<file path="src/rtl/huffman_pkg.sv">
// huffman_pkg: shared widths, FSM state type and code-table entry type for
// the Huffman stream encoder.
//   NUM_OF_CHARS : table entries (2**D_W)
//   D_W          : symbol width
//   C_W          : maximum code width
//   W_W          : width-field bits (holds 0..C_W)
//   OUT_W        : packed output word width (>= C_W)
//   OB_W         : width of the o_bits count
//   ACC_W        : accumulator width (one word plus one maximal code)
//   FILL_W       : width of the accumulator fill count (0..ACC_W)
package huffman_pkg;

  localparam int NUM_OF_CHARS = 16;
  localparam int D_W          = 4;
  localparam int C_W          = 4;
  localparam int W_W          = 3;
  localparam int OUT_W        = 8;
  localparam int OB_W         = $clog2(OUT_W) + 1;
  localparam int ACC_W        = OUT_W + C_W;
  localparam int FILL_W       = $clog2(ACC_W + 1);

  typedef enum logic [0:0] {
    RUN   = 1'b0,
    FLUSH = 1'b1
  } state_t;

  // Code is right-aligned; only width[] low bits of code are meaningful.
  typedef struct packed {
    logic [C_W-1:0] code;
    logic [W_W-1:0] width;
    logic           active;
  } entry_t;

endpackage

</file>
<file path="src/rtl/huffman_code_table.sv">
// huffman_code_table: symbol -> {code, width, active} register file.
// Mirror of the decoder-side detector table.
//   clk, rst   : clock, synchronous active-high reset (all entries inactive)
//   clear      : deactivate every entry (wins over wr_en)
//   wr_en      : write entry[wr_idx] = {wr_code, wr_width} and mark active
//   rd_idx     : combinational read index
//   rd_entry   : entry at rd_idx
module huffman_code_table
  import huffman_pkg::*;
(
  input  logic           clk,
  input  logic           rst,
  input  logic           clear,
  input  logic           wr_en,
  input  logic [D_W-1:0] wr_idx,
  input  logic [C_W-1:0] wr_code,
  input  logic [W_W-1:0] wr_width,
  input  logic [D_W-1:0] rd_idx,
  output entry_t         rd_entry
);

  entry_t tbl_q [NUM_OF_CHARS];
  entry_t tbl_d [NUM_OF_CHARS];

  always_comb begin
    tbl_d = tbl_q;
    if (clear) begin
      for (int i = 0; i < NUM_OF_CHARS; i++) begin
        tbl_d[i].active = 1'b0;
      end
    end else if (wr_en) begin
      tbl_d[wr_idx].code   = wr_code;
      tbl_d[wr_idx].width  = wr_width;
      tbl_d[wr_idx].active = 1'b1;
    end
  end

  always_ff @(posedge clk) begin
    if (rst) begin
      for (int i = 0; i < NUM_OF_CHARS; i++) begin
        tbl_q[i] <= '0;
      end
    end else begin
      tbl_q <= tbl_d;
    end
  end

  assign rd_entry = tbl_q[rd_idx];

endmodule

</file>
<file path="src/rtl/huffman_stream_encoder.sv">
// huffman_stream_encoder: maps symbols to runtime-programmed Huffman codes and
// packs them MSB-first into OUT_W-bit words.
// Optional build macro: HUFF_ENC_STATS_EN adds sym_cnt / bit_cnt counters.
// Ports:
//   clk, rst                 : clock, synchronous active-high reset
//   new_conf                 : clear all table entries (priority over en_conf)
//   en_conf, d_conf,
//   h_conf, w_conf           : write one table entry (ignored when busy or
//                              w_conf outside 1..C_W)
//   s_valid/s_ready/s_data   : input symbol stream
//   flush                    : end-of-stream request pulse
//   o_valid/o_ready/o_data   : packed word stream, first bit at MSB
//   o_bits                   : valid bits in o_data (OUT_W except last flush word)
//   unmapped_err             : pulse, accepted symbol had no active entry
//   flush_done               : pulse, flush finished and stream empty
//   busy                     : data in flight or flushing
//   sym_cnt, bit_cnt         : (HUFF_ENC_STATS_EN) accepted symbols / code bits
// Handshake: a transfer happens on a rising edge where valid && ready are both
// high; the sender holds valid and payload stable until that edge.
module huffman_stream_encoder
  import huffman_pkg::*;
(
  input  logic             clk,
  input  logic             rst,
  input  logic             new_conf,
  input  logic             en_conf,
  input  logic [D_W-1:0]   d_conf,
  input  logic [C_W-1:0]   h_conf,
  input  logic [W_W-1:0]   w_conf,
  input  logic             s_valid,
  output logic             s_ready,
  input  logic [D_W-1:0]   s_data,
  input  logic             flush,
  output logic             o_valid,
  input  logic             o_ready,
  output logic [OUT_W-1:0] o_data,
  output logic [OB_W-1:0]  o_bits,
  output logic             unmapped_err,
  output logic             flush_done,
`ifdef HUFF_ENC_STATS_EN
  output logic [31:0]      sym_cnt,
  output logic [31:0]      bit_cnt,
`endif
  output logic             busy
);

  localparam logic [FILL_W-1:0] OUT_W_F = FILL_W'(OUT_W);

  state_t            state_q, state_d;
  logic [ACC_W-1:0]  acc_q, acc_d;
  logic [FILL_W-1:0] fill_q, fill_d;
  logic              o_valid_q, o_valid_d;
  logic [OUT_W-1:0]  o_data_q, o_data_d;
  logic [OB_W-1:0]   o_bits_q, o_bits_d;
  logic              unmapped_err_q, unmapped_err_d;
  logic              flush_done_q, flush_done_d;

  entry_t            entry;
  logic              wr_ok;
  logic              accept;
  logic              out_free;
  logic              emit_full;
  logic              emit_part;
  logic [ACC_W-1:0]  base_acc;
  logic [FILL_W-1:0] base_fill;
  logic [C_W-1:0]    code_m;
  logic [C_W-1:0]    code_l;
  logic [ACC_W-1:0]  app;
  logic              append;

  assign busy    = (fill_q != '0) || o_valid_q || (state_q == FLUSH);
  assign s_ready = (state_q == RUN) && (fill_q < OUT_W_F);
  assign accept  = s_valid && s_ready;

  // Table writes are locked out while data is in flight so codes cannot
  // change under a partially packed word.
  assign wr_ok = en_conf && !new_conf && (w_conf != '0) &&
                 (w_conf <= W_W'(C_W)) && !busy;

  huffman_code_table u_table (
    .clk      (clk),
    .rst      (rst),
    .clear    (new_conf),
    .wr_en    (wr_ok),
    .wr_idx   (d_conf),
    .wr_code  (h_conf),
    .wr_width (w_conf),
    .rd_idx   (s_data),
    .rd_entry (entry)
  );

  always_comb begin
    state_d        = state_q;
    acc_d          = acc_q;
    fill_d         = fill_q;
    o_valid_d      = o_valid_q;
    o_data_d       = o_data_q;
    o_bits_d       = o_bits_q;
    unmapped_err_d = 1'b0;
    flush_done_d   = 1'b0;

    out_free  = !o_valid_q || o_ready;
    emit_full = (fill_q >= OUT_W_F) && out_free;
    emit_part = (state_q == FLUSH) && (fill_q != '0) &&
                (fill_q < OUT_W_F) && out_free;

    if (o_valid_q && o_ready) begin
      o_valid_d = 1'b0;
    end

    base_acc  = acc_q;
    base_fill = fill_q;
    // Bits past fill are always zero, so a partial word is already padded.
    if (emit_full) begin
      o_data_d  = acc_q[ACC_W-1 -: OUT_W];
      o_bits_d  = OB_W'(OUT_W);
      o_valid_d = 1'b1;
      base_acc  = acc_q << OUT_W;
      base_fill = fill_q - OUT_W_F;
    end else if (emit_part) begin
      o_data_d  = acc_q[ACC_W-1 -: OUT_W];
      o_bits_d  = OB_W'(fill_q);
      o_valid_d = 1'b1;
      base_acc  = '0;
      base_fill = '0;
    end

    // Mask the code to its width, left-justify it, then drop it in right
    // after the existing fill bits.
    append = accept && entry.active;
    code_m = entry.code & ~({C_W{1'b1}} << entry.width);
    code_l = code_m << (W_W'(C_W) - entry.width);
    app    = {code_l, {(ACC_W - C_W){1'b0}}} >> base_fill;

    if (append) begin
      acc_d  = base_acc | app;
      fill_d = base_fill + FILL_W'(entry.width);
    end else begin
      acc_d  = base_acc;
      fill_d = base_fill;
    end

    if (accept && !entry.active) begin
      unmapped_err_d = 1'b1;
    end

    case (state_q)
      RUN: begin
        if (flush) begin
          state_d = FLUSH;
        end
      end
      FLUSH: begin
        if ((fill_q == '0) && !o_valid_q) begin
          flush_done_d = 1'b1;
          state_d      = RUN;
        end
      end
      default: state_d = RUN;
    endcase
  end

  always_ff @(posedge clk) begin
    if (rst) begin
      state_q        <= RUN;
      acc_q          <= '0;
      fill_q         <= '0;
      o_valid_q      <= 1'b0;
      o_data_q       <= '0;
      o_bits_q       <= '0;
      unmapped_err_q <= 1'b0;
      flush_done_q   <= 1'b0;
    end else begin
      state_q        <= state_d;
      acc_q          <= acc_d;
      fill_q         <= fill_d;
      o_valid_q      <= o_valid_d;
      o_data_q       <= o_data_d;
      o_bits_q       <= o_bits_d;
      unmapped_err_q <= unmapped_err_d;
      flush_done_q   <= flush_done_d;
    end
  end

  assign o_valid      = o_valid_q;
  assign o_data       = o_data_q;
  assign o_bits       = o_bits_q;
  assign unmapped_err = unmapped_err_q;
  assign flush_done   = flush_done_q;

`ifdef HUFF_ENC_STATS_EN
  logic [31:0] sym_cnt_q, sym_cnt_d;
  logic [31:0] bit_cnt_q, bit_cnt_d;

  always_comb begin
    sym_cnt_d = sym_cnt_q;
    bit_cnt_d = bit_cnt_q;
    if (new_conf) begin
      sym_cnt_d = '0;
      bit_cnt_d = '0;
    end else begin
      if (accept) sym_cnt_d = sym_cnt_q + 32'd1;
      if (append) bit_cnt_d = bit_cnt_q + 32'(entry.width);
    end
  end

  always_ff @(posedge clk) begin
    if (rst) begin
      sym_cnt_q <= '0;
      bit_cnt_q <= '0;
    end else begin
      sym_cnt_q <= sym_cnt_d;
      bit_cnt_q <= bit_cnt_d;
    end
  end

  assign sym_cnt = sym_cnt_q;
  assign bit_cnt = bit_cnt_q;
`endif

endmodule
</file>
<file path="config.mk">
export PLATFORM = sky130hd
export DESIGN_NAME = huffman_stream_encoder
export DESIGN_NICKNAME = d
export VERILOG_FILES = /design/src/rtl/huffman_pkg.sv /design/src/rtl/huffman_code_table.sv /design/src/rtl/huffman_stream_encoder.sv
export SDC_FILE = /design/constraint.sdc
export NUM_CORES = 1
export LEC_CHECK = 0
export ABC_AREA = 1
export BUFFER_PORTS_ARGS = -buffer_cell sky130_fd_sc_hd__buf_2
export CAP_MARGIN = 25
export CORE_MARGIN = 3
export CORE_UTILIZATION = 38
export DETAILED_ROUTE_END_ITERATION = 10
export GPL_ROUTABILITY_DRIVEN = 0
export HOLD_SLACK_MARGIN = 0.02
export PLACE_DENSITY = 0.58
export SLEW_MARGIN = 30
export SYNTH_ARGS = -nofsm -noshare
export SYNTH_HDL_FRONTEND = slang
export SYNTH_SLANG_ARGS = --single-unit
export TNS_END_PERCENT = 50
</file>
<file path="constraint.sdc">
create_clock -name clk -period 3.3 [get_ports clk]
set_clock_uncertainty 0.2 [all_clocks]
set_input_delay 0.165 -clock clk [delete_from_list [all_inputs] [get_ports clk]]
set_output_delay 0.165 -clock clk [all_outputs]
set_load 0.01 [all_outputs]
</file>
==> results of run 1 <==
-- registers in the layout, indices dropped and copies added, names as in the netlist --
register / count
unmapped_err: 1
fill_q: 4
acc_q: 12
flush_done: 1
o_valid: 1
o_data: 8
state_q: 1
o_bits: 4
u_table.tbl_q: 128
-- worst paths after layout --
| check | to | startpoint | slack [ps] | cells past startpoint |
|---|---|---|---|---|
| worst min register to register | acc_q[0]$_SDFF_PP0_ | acc_q[0]$_SDFF_PP0_ | 240 | 2 |
| worst min-delay path | u_table.tbl_q[107]$_SDFFE_PP0P_ | w_conf[2] | 50 | 4 |
| worst max register to register | acc_q[2]$_SDFF_PP0_ | u_table.tbl_q[105]$_SDFFE_PP0P_ | 450 | 20 |
| worst max-delay path | acc_q[2]$_SDFF_PP0_ | u_table.tbl_q[105]$_SDFFE_PP0P_ | 450 | 20 |
-- cell type report --
cell class / count / area [µm²] / area share
clock buffer: 21 / 450 / 0.0546
clock inverter: 10 / 138 / 0.0167
inverter: 85 / 322 / 0.0390
multi-input combinational: 687 / 3310 / 0.401
sequential: 160 / 3200 / 0.388
tap: 229 / 287 / 0.0347
timing repair buffer: 78 / 538 / 0.0653
-- per-stage QoR --
step | cells | hold slack [ps] | utilization | worst slack, ps | area [µm²]
3_5_place_dp | 1235 | 229 | 0.416 | 228 | 7620
4_1_cts | 1270 | 42.8 | 0.450 | 486 | 8250
5_1_grt | 1270 | 68.1 | 0.450 | 161 | 8250
6_report | 1270 | 48.0 | 0.450 | 455 | 8250
3_3_place_gp | 1235 | 228 | 0.416 | 235 | 7620
2_1_floorplan | 999 | 132 | - | 792 | 7230
-- power by group through the flow --
| stage | sequential, mW | combinational, mW | clock (mW) |
|---|---|---|---|
| floorplan | 2.02 | 0.304 | 0 |
| global placement | 2.02 | 0.443 | 0 |
| detailed placement | 2.02 | 0.443 | 0 |
| CTS | 1.97 | 0.450 | 2.02 |
| global route | 1.98 | 0.508 | 2.10 |
| finish | 1.97 | 0.449 | 1.99 |
-- layout by cell type, fill, tap and decap left out, drive strengths merged --
| master | netlist | routed |
|---|---|---|
| a21oi | 151 | 151 |
| a31oi | 5 | 5 |
| buf | 37 | 74 |
| bufinv | 0 | 3 |
| clkbuf | 28 | 21 |
| clkinv | 4 | 9 |
| clkinvlp | 0 | 2 |
| dfxtp | 160 | 160 |
| dlygate4sd3 | 2 | 4 |
| fa | 1 | 1 |
| ha | 6 | 6 |
| inv | 81 | 81 |
| nand2 | 180 | 180 |
| nand3 | 101 | 101 |
| nand3b | 1 | 1 |
| nand4 | 6 | 6 |
| nor2 | 64 | 64 |
| nor3 | 4 | 4 |
| nor4 | 1 | 1 |
| o211ai | 4 | 4 |
| o21a | 1 | 1 |
| o21ai | 147 | 147 |
| o21ba | 8 | 8 |
| or2 | 6 | 6 |
| xor2 | 1 | 1 |
-- per-layer routing --
layer  global-route usage  wire [µm]  vias up  share of wire
met5                    0          0        -              0
met4               0.0525        159        0         0.0080
met3               0.0353       1040       14          0.052
met2                0.317       8900      145           0.45
met1                0.277       9790     2963           0.49
li1                     -          -     3405              -
-- worst min-delay path: cells and delay by family --
| kind | cells | cell delay [ps] |
|---|---|---|
| buffers and inverters | 3 | 340 |
| AO/OA/AOI/OAI | 1 | 130 |
-- cell families (layout without fill, tap and decap cells) --
family	Yosys count	after routing	share of synthesized area
AOI/OAI and AO/OA	316	316	0.228
xor gates and xnor gates	1	1	0.00121
adders and majority gates	7	7	0.0132
buffers and inverters	152	194	0.0989
DFF	160	160	0.443
and+or+nand+nor	363	363	0.215
==> load_flow_metrics.sql, run 1 <==
INSERT INTO impl_metrics (metric_group, metric, value, unit) VALUES
('yosys', 'ys.flop_type', 'sky130_fd_sc_hd__dfxtp_1', ''),
('critical_path', 'slowest_stage', 'sky130_fd_sc_hd__dfxtp_1', ''),
('critical_path', 'start_kind', 'register', ''),
('global_routing', 'grt_max_degree', '128', ''),
('floorplanning', 'chipWidth', '144', 'µm'),
('routing', 'detailedRoute.firstPassIterationCount', '5', ''),
('yosys', 'synth_fp_nets', '1028', ''),
('clock_tree', 'cts-buffers-inserted', '17', ''),
('yosys', 'ys_async_sr_fraction', '0', ''),
('placement', 'post-dp-hpwl', '12.6', 'mm'),
('sta', 'max_slew_margin', '0.561', ''),
('yosys', 'synth_enable_flop_cells', '0', ''),
('critical_path', 'path_delay_family', 'simple AND/OR/NAND/NOR gates', ''),
('cells_and_area', 'final.fill_count', '1893', ''),
('yosys', 'syn_inst', '999', ''),
('sta', 'period_needed', '2850', 'ps'),
('pwr', 'power.internal', '3.31', 'mW'),
('global_routing', 'remaining_global_route_overflow', '0', ''),
('pwr', 'clock_network_fraction_of_design_power', '0.451', ''),
('placement', 'io_buffer_count', '38', ''),
('critical_path', 'worst-endpoint-required', '3460', 'ps'),
('floorplanning', 'coreArea', '0.0183', 'mm²'),
('routing', 'drtIter0Drc', '486', ''),
('yosys', 'avgSynthCellArea', '7.23', 'µm²'),
('cells_and_area', 'num_antenna_cells', '0', ''),
('cells_and_area', 'flow.area_growth_from_synthesis', '14.1', '%'),
('critical_path', 'crit_path_end_kind', 'register', ''),
('sta', 'maxSlewViolCount', '0', ''),
('critical_path', 'critPathBufInv', '2', ''),
('sta', 'finalCritPeriodShare', '0.862', ''),
('routing', 'antenna_violating_nets_left', '0', ''),
('floorplanning', 'pin_count', '39', ''),
('worst_hold_path', 'hold_path_class', 'in -> reg', ''),
('routing', 'routedWlPerCell', '15.7', 'µm'),
('global_routing', 'grt_pass1_wl', '32.4', 'mm'),
('clock_tree', 'tritoncts', 'done', ''),
('critical_path', 'most_frequent_cell_on_critical_path', 'sky130_fd_sc_hd__nand2_1', ''),
('pwr', 'power-per-cell-area', '535', 'mW/mm²'),
('yosys', 'synth_cell_types', '34', ''),
('yosys', 'ys_seq_area_frac', '0.443', ''),
('critical_path', 'worstPathCellList', 'nor2_1 > nor2_1 > o21ai_1 > nand3_1 > nand3_1 > nand2_2 > inv_2 > ha_1 > ha_1 > inv_1 > nand2_1 > nor2_1 > nand2_2 > a21oi_2 > nand3_1 > nand2_1 > nand4_1 > nand2_1 > nand2_1 > a21oi_1', ''),
('global_routing', 'initial_antenna_violation_count', '0', ''),
('clock_tree', 'worstSkewPairLatency', '430', 'ps'),
('sta', 'fmax_achieved', '0.351', 'GHz'),
('pwr', 'switching_share', '0.250', ''),
('critical_path', 'critical_path_peak_fanout', '8', ''),
('floorplanning', 'die_area', '0.0207', 'mm²'),
('yosys', 'synth_area', '0.00723', 'mm²'),
('sta', 'grt_setup_unrepaired', 'no', ''),
('sta', 'fin_setup_tns', '0', 'ps'),
('floorplanning', 'std_cell_rows', '49', ''),
('routing', 'route.vias.total', '6527', ''),
('clock_tree', 'cts.repair_timing.setup_buffer_count', '0', ''),
('critical_path', 'max_stage_delay', '330', 'ps'),
('job', 'cap_viol_max_count', '0', ''),
('clock_tree', 'htreeDepth', '4', ''),
('yosys', 'synth_most_common_cell', 'sky130_fd_sc_hd__nand2_1', ''),
('floorplanning', 'die_y', '144', 'µm'),
('clock_tree', 'clk_pin_slew_worst_paths', '60', 'ps'),
('pwr', 'comb_pwr_share', '0.102', ''),
('yosys', 'synth_top_cell_by_area', 'sky130_fd_sc_hd__dfxtp_1', ''),
('floorplanning', 'floorplan.initialDensity', '0.394', ''),
('clock_tree', 'number_of_buffers_added_to_fix_hold_violations_after_cts', '4', ''),
('yosys', 'synth_top_cell_area_share', '0.443', ''),
('clock_tree', 'cts.repair.resized', '0', ''),
('outcome', 'outcome', 'complete, no violations', ''),
('routing', 'totalWireLength', '19.9', 'mm'),
('pwr', 'p_leak', '3.41', 'nW'),
('global_routing', 'first_global_vias', '6221', ''),
('clock_tree', 'cts.path.max_buffers', '2', ''),
('routing', 'drt_drc_violations_left', '0', '');
No activity file was read; power rests on OpenSTA's default activity.
==> inputs of run 2 (changes only) <==
--- a/config.mk
+++ b/config.mk
@@ -17,5 +17,6 @@
 export SLEW_MARGIN = 30
 export SYNTH_ARGS = -nofsm -noshare
 export SYNTH_HDL_FRONTEND = slang
+export SYNTH_HIERARCHICAL = 1
 export SYNTH_SLANG_ARGS = --single-unit
 export TNS_END_PERCENT = 50
==> run 2 against run 1 <==
Area after synthesis grew 9.1%. Final cell count increased by 19%. Largest cell class unchanged. Register-to-register slack improved by 170 ps. Via count grew 15%. Sequential power barely moved. Power grew 2.7%. Synthesized cell count up 21%.
==> load_flow_metrics.sql, run 2 <==
INSERT INTO impl_metrics (metric_group, metric, value, unit) VALUES
('outcome', 'outcome', 'complete, no violations', ''),
('sta', 'fin_setup_tns', '0', 'ps'),
('yosys', 'synth_top_cell_by_area', 'sky130_fd_sc_hd__dfxtp_1', ''),
('yosys', 'synth_enable_flop_cells', '0', ''),
('yosys', 'synth_fp_nets', '1233', ''),
('cells_and_area', 'num_antenna_cells', '0', ''),
('cells_and_area', 'regMostFlops', 'u_table/tbl_q', ''),
('routing', 'totalWireLength', '22.6', 'mm'),
('global_routing', 'grt_max_degree', '73', ''),
('yosys', 'avgSynthCellArea', '6.54', 'µm²'),
('pwr', 'p_leak', '3.70', 'nW'),
('cells_and_area', 'mostFrequentLayoutCells', 'sky130_fd_sc_hd__nand2_1 (304), sky130_fd_sc_hd__nand3_1 (197), sky130_fd_sc_hd__inv_1 (163), sky130_fd_sc_hd__dfxtp_1 (160), sky130_fd_sc_hd__a21oi_1 (140)', ''),
('cells_and_area', 'layout.cells.most_common', 'sky130_fd_sc_hd__nand2_1', ''),
('routing', 'drt_drc_violations_left', '0', ''),
('clock_tree', 'cts-buffers-inserted', '17', ''),
('pwr', 'power.share.sequential', '0.433', ''),
('sta', 'fmax_achieved', '0.373', 'GHz'),
('clock_tree', 'clk_pin_slew_worst_paths', '70', 'ps'),
('yosys', 'yosys_warning_count', '6', ''),
('sta', 'hold_viol_final', '0', ''),
('clock_tree', 'cts.root.buffer_cell', 'sky130_fd_sc_hd__clkbuf_16', ''),
('routing', 'routedWlPerCell', '15.0', 'µm'),
('yosys', 'syn_inst', '1205', ''),
('worst_hold_path', 'hold_path_class', 'in -> reg', ''),
('routing', 'vias_per_cell', '4.98', ''),
('sta', 'max_slew_margin', '0.527', ''),
('critical_path', 'max_stage_delay', '400', 'ps'),
('yosys', 'synth_top_area_cells', 'sky130_fd_sc_hd__dfxtp_1 (41%), sky130_fd_sc_hd__nand2_1 (14%), sky130_fd_sc_hd__nand3_1 (13%), sky130_fd_sc_hd__a21oi_1 (8.9%), sky130_fd_sc_hd__inv_1 (7.8%)', ''),
('cells_and_area', 'layout_cell_share_with_drive_strength_beyond_1', '0.0937', ''),
('critical_path', 'start_kind', 'register', ''),
('floorplanning', 'pin_count', '39', ''),
('critical_path', 'timing.setup.critical_path_class', 'reg -> reg', ''),
('floorplanning', 'std_cell_rows', '52', ''),
('yosys', 'ys.flop_type', 'sky130_fd_sc_hd__dfxtp_1', ''),
('yosys', 'ys_seq_area_frac', '0.406', ''),
('critical_path', 'r2r_start', 'fill_q[0]$_SDFF_PP0_', ''),
('sta', 'maxSlewViolCount', '0', ''),
('sta', 'setup-violations-final', '0', ''),
('pwr', 'worst_ir_drop_vdd', '0.371', 'mV'),
('worst_hold_path', 'hold_start', 'h_conf[0]', ''),
('global_routing', 'initial_antenna_violation_count', '0', ''),
('yosys', 'synth_top_cell_area_share', '0.406', ''),
('critical_path', 'worst_setup_path_startpoint', 'fill_q[0]$_SDFF_PP0_', ''),
('cells_and_area', 'max_ffs_per_register', '128', ''),
('global_routing', 'grt_pass1_wl', '35.8', 'mm'),
('yosys', 'synth_most_common_cell', 'sky130_fd_sc_hd__nand2_1', ''),
('cells_and_area', 'sequential_cell_area', '0.00320', 'mm²'),
('critical_path', 'path_delay_family', 'simple AND/OR/NAND/NOR gates', ''),
('pwr', 'power.internal', '3.28', 'mW'),
('pwr', 'clock_network_fraction_of_design_power', '0.451', ''),
('cells_and_area', 'post_layout_net_count', '1253', ''),
('critical_path', 'worstPathCellList', 'nor2_1 > nand3_2 > nor2_1 > nand2_1 > nor2_1 > inv_2 > nor2_4 > buf_4 > nand2_1 > nand2_1 > a21oi_1', ''),
('clock_tree', 'worstSkewPairLatency', '430', 'ps'),
('floorplanning', 'chipWidth', '150', 'µm'),
('clock_tree', 'tritoncts', 'done', ''),
('critical_path', 'slowest_stage', 'sky130_fd_sc_hd__buf_4', ''),
('pwr', 'switching_share', '0.276', ''),
('global_routing', 'remaining_global_route_overflow', '0', ''),
('cells_and_area', 'flow.area_growth_from_synthesis', '14.3', '%'),
('critical_path', 'critical_path_peak_fanout', '32', ''),
('yosys', 'synthTopCellsByCount', 'sky130_fd_sc_hd__nand2_1 (304), sky130_fd_sc_hd__nand3_1 (197), sky130_fd_sc_hd__inv_1 (163)', ''),
('yosys', 'synth_cell_types', '33', ''),
('pwr', 'power.switching', '1.25', 'mW'),
('critical_path', 'crit_path_end_kind', 'register', ''),
('floorplanning', 'die_area', '0.0225', 'mm²'),
('critical_path', 'arrival', '2770', 'ps'),
('cells_and_area', 'final.fill_count', '2182', ''),
('clock_tree', 'htreeDepth', '4', ''),
('routing', 'detailedRoute.firstPassIterationCount', '5', ''),
('routing', 'antenna_violating_nets_left', '0', ''),
('global_routing', 'first_global_vias', '6644', ''),
('critical_path', 'critPathBufInv', '2', ''),
('clock_tree', 'number_of_buffers_added_to_fix_hold_violations_after_cts', '14', ''),
('yosys', 'ys_async_sr_fraction', '0', ''),
('sta', 'worst-slew-pin-transition', '709', 'ps'),
('sta', 'finalCritPeriodShare', '0.811', ''),
('yosys', 'synth_area', '0.00789', 'mm²'),
('clock_tree', 'cts.path.max_buffers', '2', ''),
('clock_tree', 'clock-sinks', '160', ''),
('pwr', 'power-per-cell-area', '503', 'mW/mm²'),
('cells_and_area', 'utilization', '0.444', ''),
('clock_tree', 'cts.repair_timing.setup_buffer_count', '0', ''),
('floorplanning', 'floorplan.initialDensity', '0.388', ''),
('cells_and_area', 'combined_area_of_the_multi_input_logic_cells', '0.00375', 'mm²'),
('clock_tree', 'cts.repair.resized', '0', ''),
('yosys', 'synth_seq_cells', '160', ''),
('floorplanning', 'coreArea', '0.0203', 'mm²'),
('critical_path', 'worst-endpoint-required', '3390', 'ps'),
('floorplanning', 'die_y', '150', 'µm'),
('placement', 'post-dp-hpwl', '14.7', 'mm'),
('sta', 'grt_setup_unrepaired', 'no', ''),
('global_routing', 'grt_util_all_layers', '0.202', ''),
('sta', 'period_needed', '2680', 'ps'),
('routing', 'route.vias.total', '7506', ''),
('placement', 'io_buffer_count', '38', ''),
('routing', 'drtIter0Drc', '759', ''),
('pwr', 'post-layout-total-power', '4.53', 'mW'),
('job', 'cap_viol_max_count', '0', ''),
('pwr', 'comb_pwr_share', '0.116', '');
[run 2: cell count changes after synthesis, moves of 8 or more]
| cell | before | now |
|---|---|---|
| sky130_fd_sc_hd__nand2_1 | 178 | 304 |
| sky130_fd_sc_hd__nand3_1 | 101 | 197 |
| sky130_fd_sc_hd__o21ai_0 | 142 | 54 |
| sky130_fd_sc_hd__inv_1 | 78 | 163 |
| sky130_fd_sc_hd__buf_4 | 16 | 5 |
| sky130_fd_sc_hd__a21oi_1 | 149 | 140 |
| sky130_fd_sc_hd__clkbuf_1 | 28 | 37 |
| sky130_fd_sc_hd__o21ba_2 | 8 | 0 |
[run 2: kinds of logic (layout without fill, tap and decap cells)]
| logic type | Yosys count | after routing | share of synthesized area |
|---|---|---|---|
| flops | 160 | 160 | 0.406 |
| compound gates | 202 | 202 | 0.130 |
| xor+xnor | 1 | 1 | 0.00111 |
| simple gates | 600 | 600 | 0.335 |
| fa+ha+maj | 6 | 6 | 0.00952 |
| buf+inv | 236 | 269 | 0.118 |
[run 2: worst reg2reg max path, stage by stage, from the launching register on]
cell	delay, ps
sky130_fd_sc_hd__dfxtp_1	350
sky130_fd_sc_hd__nor2_1	150
sky130_fd_sc_hd__nand3_2	130
sky130_fd_sc_hd__nor2_1	150
sky130_fd_sc_hd__nand2_1	130
sky130_fd_sc_hd__nor2_1	200
sky130_fd_sc_hd__inv_2	80
sky130_fd_sc_hd__nor2_4	300
sky130_fd_sc_hd__buf_4	400
sky130_fd_sc_hd__nand2_1	270
sky130_fd_sc_hd__nand2_1	130
sky130_fd_sc_hd__a21oi_1	70
[run 2: per-layer routing]
layer,up-vias,global-route usage,share of wire
li1,3878,-,-
met1,3402,0.285,0.48
met2,196,0.317,0.45
met3,30,0.0321,0.051
met4,0,0.0608,0.017
met5,-,0,0
[run 2: layout make-up]
class	count	area share
Clock buffer	19	0.0503
Clock inverter	13	0.0169
Inverter	169	0.0707
Multi-Input combinational cell	809	0.416
Sequential cell	160	0.355
Tap cell	270	0.0375
Timing Repair Buffer	68	0.0528
[run 2: worst paths after layout]
| kind | end | depth (start not counted) | slack (ps) |
|---|---|---|---|
| hold reg to reg | acc_q[0]$_SDFF_PP0_ | 2 | 250 |
| setup / recovery | u_table/tbl_q[118]$_SDFFE_PP0P_ | 11 | 620 |
| setup reg to reg | u_table/tbl_q[118]$_SDFFE_PP0P_ | 11 | 620 |
| hold / removal | u_table/tbl_q[100]$_SDFFE_PP0P_ | 3 | 10 |
[run 2: metrics by stage]
| step | setup slack (ps) | hold WS [ps] | std cells | cell area (µm²) |
|---|---|---|---|---|
| final | 622 | 12.1 | 1508 | 9010 |
| after global placement | 593 | 238 | 1462 | 8270 |
| after detailed placement | 476 | 239 | 1462 | 8270 |
| after global routing | 276 | 56.6 | 1508 | 9010 |
| after CTS | 643 | 27.1 | 1508 | 9010 |
| after floorplan | 647 | 128 | 1205 | 7890 |
[run 2: power groups by stage]
stage                     logic [mW]  registers [mW]  clock network, mW
after floorplan                0.344            2.01                  0
after detailed placement       0.510            2.01                  0
after global routing           0.582            1.96               2.17
after global placement         0.508            2.01                  0
final                          0.524            1.96               2.04
after CTS                      0.523            1.96               2.08
